## src/rtl/print_sequencer.sv

```systemverilog
// Serialises one accel/temperature sample frame into an ASCII line, one UART byte at a time.
// Accept to first tx_start: 2 cycles; each byte costs 3 cycles plus UART busy time; line_done follows the last byte.
// Backpressure: waits on tx_busy without timeout; frames arriving mid-line are dropped and counted (PRINT_TEMP_EN adds T field).
module print_sequencer #(
  parameter logic [7:0] FIELD_SEP  = 8'h20,
  parameter int         DROP_CNT_W = 8
) (
  input  logic                  clk,
  input  logic                  reset,
  input  logic                  data_ready_for_printing,
  input  logic [7:0]            ascii_X1,
  input  logic [7:0]            ascii_X2,
  input  logic [7:0]            ascii_X3,
  input  logic [7:0]            ascii_X4,
  input  logic [7:0]            ascii_Y1,
  input  logic [7:0]            ascii_Y2,
  input  logic [7:0]            ascii_Y3,
  input  logic [7:0]            ascii_Y4,
  input  logic [7:0]            ascii_Z1,
  input  logic [7:0]            ascii_Z2,
  input  logic [7:0]            ascii_Z3,
  input  logic [7:0]            ascii_Z4,
  input  logic [7:0]            ascii_T1,
  input  logic [7:0]            ascii_T2,
  input  logic [7:0]            ascii_T3,
  input  logic [7:0]            ascii_T4,
  input  logic [7:0]            ascii_T5,
  input  logic [7:0]            ascii_T6,
  input  logic                  is_negative_X,
  input  logic                  is_negative_Y,
  input  logic                  is_negative_Z,
  input  logic                  is_negative_T,
  input  logic                  tx_busy,
  output logic [7:0]            tx_data,
  output logic                  tx_start,
  output logic                  busy,
  output logic                  line_done,
  output logic [DROP_CNT_W-1:0] frames_dropped
);

  typedef enum logic [2:0] {IDLE, SEND, WAIT_ACK, WAIT_DONE, FIN} state_t;

`ifdef PRINT_TEMP_EN
  localparam logic [5:0] LAST_IDX = 6'd34;
`else
  localparam logic [5:0] LAST_IDX = 6'd24;
`endif

  localparam logic [7:0] CH_CR = 8'h0D;
  localparam logic [7:0] CH_LF = 8'h0A;
  localparam logic [7:0] CH_EQ = 8'h3D;

  state_t                  state_q;
  logic [5:0]              idx_q;
  logic [3:0][7:0]         x_q, y_q, z_q;
  logic                    neg_x_q, neg_y_q, neg_z_q;
  logic [7:0]              tx_data_q;
  logic                    tx_start_q, busy_q, line_done_q;
  logic [DROP_CNT_W-1:0]   drop_q, drop_d;
  logic [7:0]              byte_d;

`ifdef PRINT_TEMP_EN
  logic [5:0][7:0]         t_q;
  logic                    neg_t_q;
`else
  logic                    unused_t;
  assign unused_t = ^{ascii_T1, ascii_T2, ascii_T3, ascii_T4, ascii_T5, ascii_T6, is_negative_T};
`endif

  function automatic logic [7:0] sign_ch(input logic neg);
    return neg ? 8'h2D : 8'h2B;
  endfunction

  // Packed digit arrays hold the most significant digit in the top slot.
  always_comb begin
    byte_d = 8'h00;
    case (idx_q)
      6'd0:  byte_d = 8'h58;
      6'd1:  byte_d = CH_EQ;
      6'd2:  byte_d = sign_ch(neg_x_q);
      6'd3:  byte_d = x_q[3];
      6'd4:  byte_d = x_q[2];
      6'd5:  byte_d = x_q[1];
      6'd6:  byte_d = x_q[0];
      6'd7:  byte_d = FIELD_SEP;
      6'd8:  byte_d = 8'h59;
      6'd9:  byte_d = CH_EQ;
      6'd10: byte_d = sign_ch(neg_y_q);
      6'd11: byte_d = y_q[3];
      6'd12: byte_d = y_q[2];
      6'd13: byte_d = y_q[1];
      6'd14: byte_d = y_q[0];
      6'd15: byte_d = FIELD_SEP;
      6'd16: byte_d = 8'h5A;
      6'd17: byte_d = CH_EQ;
      6'd18: byte_d = sign_ch(neg_z_q);
      6'd19: byte_d = z_q[3];
      6'd20: byte_d = z_q[2];
      6'd21: byte_d = z_q[1];
      6'd22: byte_d = z_q[0];
`ifdef PRINT_TEMP_EN
      6'd23: byte_d = FIELD_SEP;
      6'd24: byte_d = 8'h54;
      6'd25: byte_d = CH_EQ;
      6'd26: byte_d = sign_ch(neg_t_q);
      6'd27: byte_d = t_q[5];
      6'd28: byte_d = t_q[4];
      6'd29: byte_d = t_q[3];
      6'd30: byte_d = t_q[2];
      6'd31: byte_d = t_q[1];
      6'd32: byte_d = t_q[0];
      6'd33: byte_d = CH_CR;
      6'd34: byte_d = CH_LF;
`else
      6'd23: byte_d = CH_CR;
      6'd24: byte_d = CH_LF;
`endif
      default: byte_d = 8'h00;
    endcase
  end

  always_comb begin
    drop_d = drop_q;
    if (data_ready_for_printing && (state_q != IDLE) && (drop_q != {DROP_CNT_W{1'b1}}))
      drop_d = drop_q + 1'b1;
  end

  always_ff @(posedge clk or negedge reset) begin
    if (!reset) begin
      state_q     <= IDLE;
      idx_q       <= '0;
      x_q         <= '0;
      y_q         <= '0;
      z_q         <= '0;
      neg_x_q     <= 1'b0;
      neg_y_q     <= 1'b0;
      neg_z_q     <= 1'b0;
`ifdef PRINT_TEMP_EN
      t_q         <= '0;
      neg_t_q     <= 1'b0;
`endif
      tx_data_q   <= '0;
      tx_start_q  <= 1'b0;
      busy_q      <= 1'b0;
      line_done_q <= 1'b0;
      drop_q      <= '0;
    end else begin
      tx_start_q  <= 1'b0;
      line_done_q <= 1'b0;
      drop_q      <= drop_d;
      case (state_q)
        IDLE: begin
          if (data_ready_for_printing) begin
            x_q     <= {ascii_X1, ascii_X2, ascii_X3, ascii_X4};
            y_q     <= {ascii_Y1, ascii_Y2, ascii_Y3, ascii_Y4};
            z_q     <= {ascii_Z1, ascii_Z2, ascii_Z3, ascii_Z4};
            neg_x_q <= is_negative_X;
            neg_y_q <= is_negative_Y;
            neg_z_q <= is_negative_Z;
`ifdef PRINT_TEMP_EN
            t_q     <= {ascii_T1, ascii_T2, ascii_T3, ascii_T4, ascii_T5, ascii_T6};
            neg_t_q <= is_negative_T;
`endif
            idx_q   <= '0;
            busy_q  <= 1'b1;
            state_q <= SEND;
          end
        end
        SEND: begin
          if (!tx_busy) begin
            tx_start_q <= 1'b1;
            tx_data_q  <= byte_d;
            state_q    <= WAIT_ACK;
          end
        end
        WAIT_ACK: begin
          if (tx_busy) state_q <= WAIT_DONE;
        end
        WAIT_DONE: begin
          if (!tx_busy) begin
            if (idx_q == LAST_IDX) begin
              line_done_q <= 1'b1;
              state_q     <= FIN;
            end else begin
              idx_q   <= idx_q + 6'd1;
              state_q <= SEND;
            end
          end
        end
        FIN: begin
          busy_q  <= 1'b0;
          state_q <= IDLE;
        end
        default: begin
          busy_q  <= 1'b0;
          state_q <= IDLE;
        end
      endcase
    end
  end

  assign tx_data        = tx_data_q;
  assign tx_start       = tx_start_q;
  assign busy           = busy_q;
  assign line_done      = line_done_q;
  assign frames_dropped = drop_q;

endmodule

```

## config.mk

```make
export PLATFORM = sky130hd
export DESIGN_NAME = print_sequencer
export DESIGN_NICKNAME = d
export VERILOG_FILES = /design/src/rtl/print_sequencer.sv
export SDC_FILE = /design/constraint.sdc
export NUM_CORES = 1
export LEC_CHECK = 0
export BUFFER_PORTS_ARGS = -buffer_cell sky130_fd_sc_hd__buf_2
export CAP_MARGIN = 20
export CORE_UTILIZATION = 52
export DETAILED_ROUTE_END_ITERATION = 10
export PLACE_DENSITY_LB_ADDON = 0.12
export SETUP_SLACK_MARGIN = 0.02
export SLEW_MARGIN = 20
export SYNTH_ARGS = -nofsm -noshare
export SYNTH_HDL_FRONTEND = slang
export SYNTH_SLANG_ARGS = --single-unit
export TNS_END_PERCENT = 50
```

## constraint.sdc

```tcl
create_clock -name clk -period 2.8 [get_ports clk]
set_input_delay 0.56 -clock clk [delete_from_list [all_inputs] [get_ports clk]]
set_output_delay 0.56 -clock clk [all_outputs]
set_load 0.05 [all_outputs]
```

==> results.sh <==
export IMPL_status="complete, no violations"
export IMPL_rows=38
export IMPL_gp_congestion=0.9561
export IMPL_die_y_um=109.5
export IMPL_post_layout_nonfiller_instances=760
export IMPL_met1_usage_pct=36.64
export IMPL_final_area_mm2=0.007462
export IMPL_fmax_mhz=411.5
export IMPL_synth_cells=477
export IMPL_post_cts_setup_buffers=0
export IMPL_cts_buffers=17
export IMPL_nets=763
export IMPL_leakagePower_nw=3.239
export IMPL_cp_arrival_ps=2750
export IMPL_clk_pin_slew_worst_paths_ps=60
export IMPL_clock_skew_ps=14.57
export IMPL_hold_buffers=0
export IMPL_start_util_pct=54.53
export IMPL_max_stage_delay_ps=530
export IMPL_grt_overflow_total=0
export IMPL_path_depth=7
export IMPL_root_buffer="clkbuf_16"
export IMPL_synth_top_area_cell="dfrtp_1"
export IMPL_viasPerCell=5.858
export IMPL_cts_sinks=127
export IMPL_critPathTopFamily="simple AND/OR/NAND/NOR gates"
export IMPL_crit_fanout=8
export IMPL_ios=171
export IMPL_worstSetupPathType="reg2reg"
export IMPL_r2r_end="tx_data[6]$_DFFE_PN0P_"
export IMPL_reg2reg_slack_ps=370
export IMPL_syn_num_nets=634
export IMPL_max_cap_violations=0
export IMPL_cts_tree="done"
export IMPL_use_met3_pct=9.306
export IMPL_die_area_mm2=0.01200
export IMPL_reg2reg_from="idx_q[0]$_DFFE_PN0P_"
export IMPL_ys_warn_count=0
export IMPL_cp_buffers_inverters=1
export IMPL_grt_usage_pct=27.66
export IMPL_core_mm2=0.01103
export IMPL_hp_class="in2async"
export IMPL_fin_hold_ws_ps=64.61
export IMPL_placed_cell_area_mm2=0.006820
export IMPL_dr_pass1_iters=5
export IMPL_fillCellCount=847
export IMPL_critPathLaunchType="flip-flop"
export IMPL_fin_crit_ps=2430
export IMPL_ys_seq_area_share_pct=52.84
export IMPL_cp_end_kind="flip-flop"
export IMPL_wl_per_cell_um=19.75
export IMPL_slew_headroom_pct=55.19
export IMPL_met2_usage_pct=42.14
export IMPL_drt_first_iter_violations=289
export IMPL_synthArstFlopShare_pct=100.0
export IMPL_grt_max_degree=55
export IMPL_p_per_area_mw_per_mm2=1078
export IMPL_finalSetupViolCount=0
export IMPL_dp_hpwl_um=10600
export IMPL_insertion_delay_ps=430
export IMPL_synth_enable_flop_cells=0
export IMPL_die_w_um=109.5
export IMPL_multi_input_area_mm2=0.002638
export IMPL_cts_resized=0
export IMPL_max_slew_worst_pin_slew_ps=669.0
export IMPL_ys_types=68
export IMPL_worst_r2r_cell_count=7
export IMPL_antenna_found_initial=1
export IMPL_htreeDepth=4
export IMPL_syn_cell_area_mm2=0.006015
export IMPL_synth_area_leaders="dfrtp_1, mux2_2, a22oi_1"
export IMPL_cp_startpoint="idx_q[0]$_DFFE_PN0P_"
export IMPL_top_usage_layer="met2"
export IMPL_fin_crit_sh_pct=86.78
export IMPL_syn_avg_cell_area_um2=12.61
export IMPL_power_mw=8.043
export IMPL_setup_worst_path_end="tx_data[6]$_DFFE_PN0P_"
export IMPL_area_growth_pct=24.07
export IMPL_drive_gt1_share_pct=46.69
export IMPL_drc=0
export IMPL_grt_pass1_wl_um=23890
export IMPL_path_cells="inv_1 > ha_1 > nor4bb_1 > and2_1 > a222oi_1 > and3_1 > a211oi_1"
export IMPL_cts_buffer_depth=2
export IMPL_place_port_buffers=121
export IMPL_ant_nets=0
export IMPL_vias=4452
export IMPL_hold_viol=0
export IMPL_maxSlewViolCount=0
export IMPL_synth_top_area_share_pct=52.84
export IMPL_rsz0062_at_grt="no"
export IMPL_crit_slowest_cell="and2_1"
export IMPL_required_ps=3120
export IMPL_grt_pass1_vias=4449
export IMPL_placed_cells=727
export IMPL_synth_ff_type="dfrtp_1"
export IMPL_drt_wl_total_um=15010
export IMPL_seq_area_mm2=0.003178
export IMPL_synth_seq_cells=127
export IMPL_ir_worst_vdd_uv=775.2
export IMPL_setup_tns_ps=0
-- cells by family after synthesis --
logic type | Yosys count | share of synthesized area [%]
AO/OA/AOI/OAI | 87 | 11.32
XOR/XNOR | 10 | 1.456
adder cells (fa/ha/maj) | 5 | 1.040
buffers and inverters | 40 | 3.412
flip-flops | 127 | 52.84
multiplexers | 104 | 19.55
AND/OR/NAND/NOR | 104 | 10.38
-- how the worst min path moves through the flow --
stage	from	end	slack, ps	depth (start not counted)
floorplan	reset	busy$_DFFE_PN0P_	260	0
global placement	busy$_DFFE_PN0P_	busy$_DFFE_PN0P_	460	1
detailed placement	busy$_DFFE_PN0P_	busy$_DFFE_PN0P_	470	1
CTS	reset	y_q[1]$_DFFE_PN0P_	70	1
global route	reset	line_done$_DFF_PN0_	90	1
finish	reset	state_q[2]$_DFFE_PN0P_	60	1
-- Yosys cell counts (4+ instances only) --
cell,n
buf_2,22
a32oi_1,5
nor2_1,18
dfrtp_1,127
mux2_2,98
inv_1,8
mux2i_1,5
nor2b_1,5
and3_1,9
o21ai_0,12
a22oi_1,22
nand4_1,10
nand2b_1,5
nand3_1,5
nand2_1,22
ha_1,5
a21oi_1,8
a221oi_1,6
xnor2_1,7
clkbuf_1,4
-- worst register-to-register path: stages, from the launching register on --
cell	delay, ps
dfrtp_1	460
inv_1	120
ha_1	170
nor4bb_1	380
and2_1	530
a222oi_1	210
and3_1	210
a211oi_1	240
-- power by group --
| group | switching (mW) | internal, mW | total, mW |
|---|---|---|---|
| clock | 0.828 | 1.54 | 2.37 |
| combinational | 1.23 | 1.18 | 2.41 |
| sequential | 0.557 | 2.71 | 3.27 |
-- per-stage QoR --
step	setup slack [ps]	utilization, %
after CTS	407.3	67.63
after floorplan	769.3	-
after detailed placement	429.5	61.83
after global placement	485.2	61.83
final	370.1	67.65
after global routing	210.4	67.63
-- registers in the layout, summed over array words and instances, names as in the netlist --
| signal | flops |
|---|---|
| busy | 1 |
| frames_dropped | 8 |
| idx_q | 6 |
| line_done | 1 |
| neg_x_q | 1 |
| neg_y_q | 1 |
| neg_z_q | 1 |
| state_q | 3 |
| tx_data | 8 |
| tx_start | 1 |
| x_q | 32 |
| y_q | 32 |
| z_q | 32 |
-- cell type report --
| type | instances | area share (%) |
|---|---|---|
| Multi-Input combinational cell | 310 | 35.35 |
| Clock buffer | 20 | 6.120 |
| Timing Repair Buffer | 141 | 10.66 |
| Inverter | 9 | 0.4527 |
| Tap cell | 140 | 2.347 |
| Sequential cell | 127 | 42.59 |
| Clock inverter | 12 | 2.448 |
| Antenna cell | 1 | 0.03353 |
-- per-layer routing --
| layer | wire (µm) | up-vias | part of all wire, % |
|---|---|---|---|
| li1 | - | 2039 | - |
| met1 | 6348 | 2228 | 42 |
| met2 | 7230 | 161 | 48 |
| met3 | 1158 | 24 | 7.7 |
| met4 | 270 | 0 | 1.8 |
| met5 | 0 | - | 0 |
-- placed cells by master, fill, tap and decap left out, types with 4 or more instances in the layout --
| cell | count |
|---|---|
| nand2b_1 | 5 |
| mux2i_1 | 5 |
| buf_4 | 18 |
| dfrtp_1 | 127 |
| nand2_1 | 22 |
| nand3_1 | 5 |
| nand4_1 | 10 |
| a21oi_1 | 8 |
| clkbuf_16 | 17 |
| a221oi_1 | 6 |
| mux2_2 | 98 |
| xnor2_1 | 7 |
| ha_1 | 5 |
| inv_1 | 8 |
| and3_1 | 9 |
| o21ai_0 | 12 |
| nor2b_1 | 5 |
| nor2_1 | 18 |
| bufinv_16 | 4 |
| a22oi_1 | 22 |
| a32oi_1 | 5 |
| buf_2 | 120 |
Power figures use the tool's default switching activity.
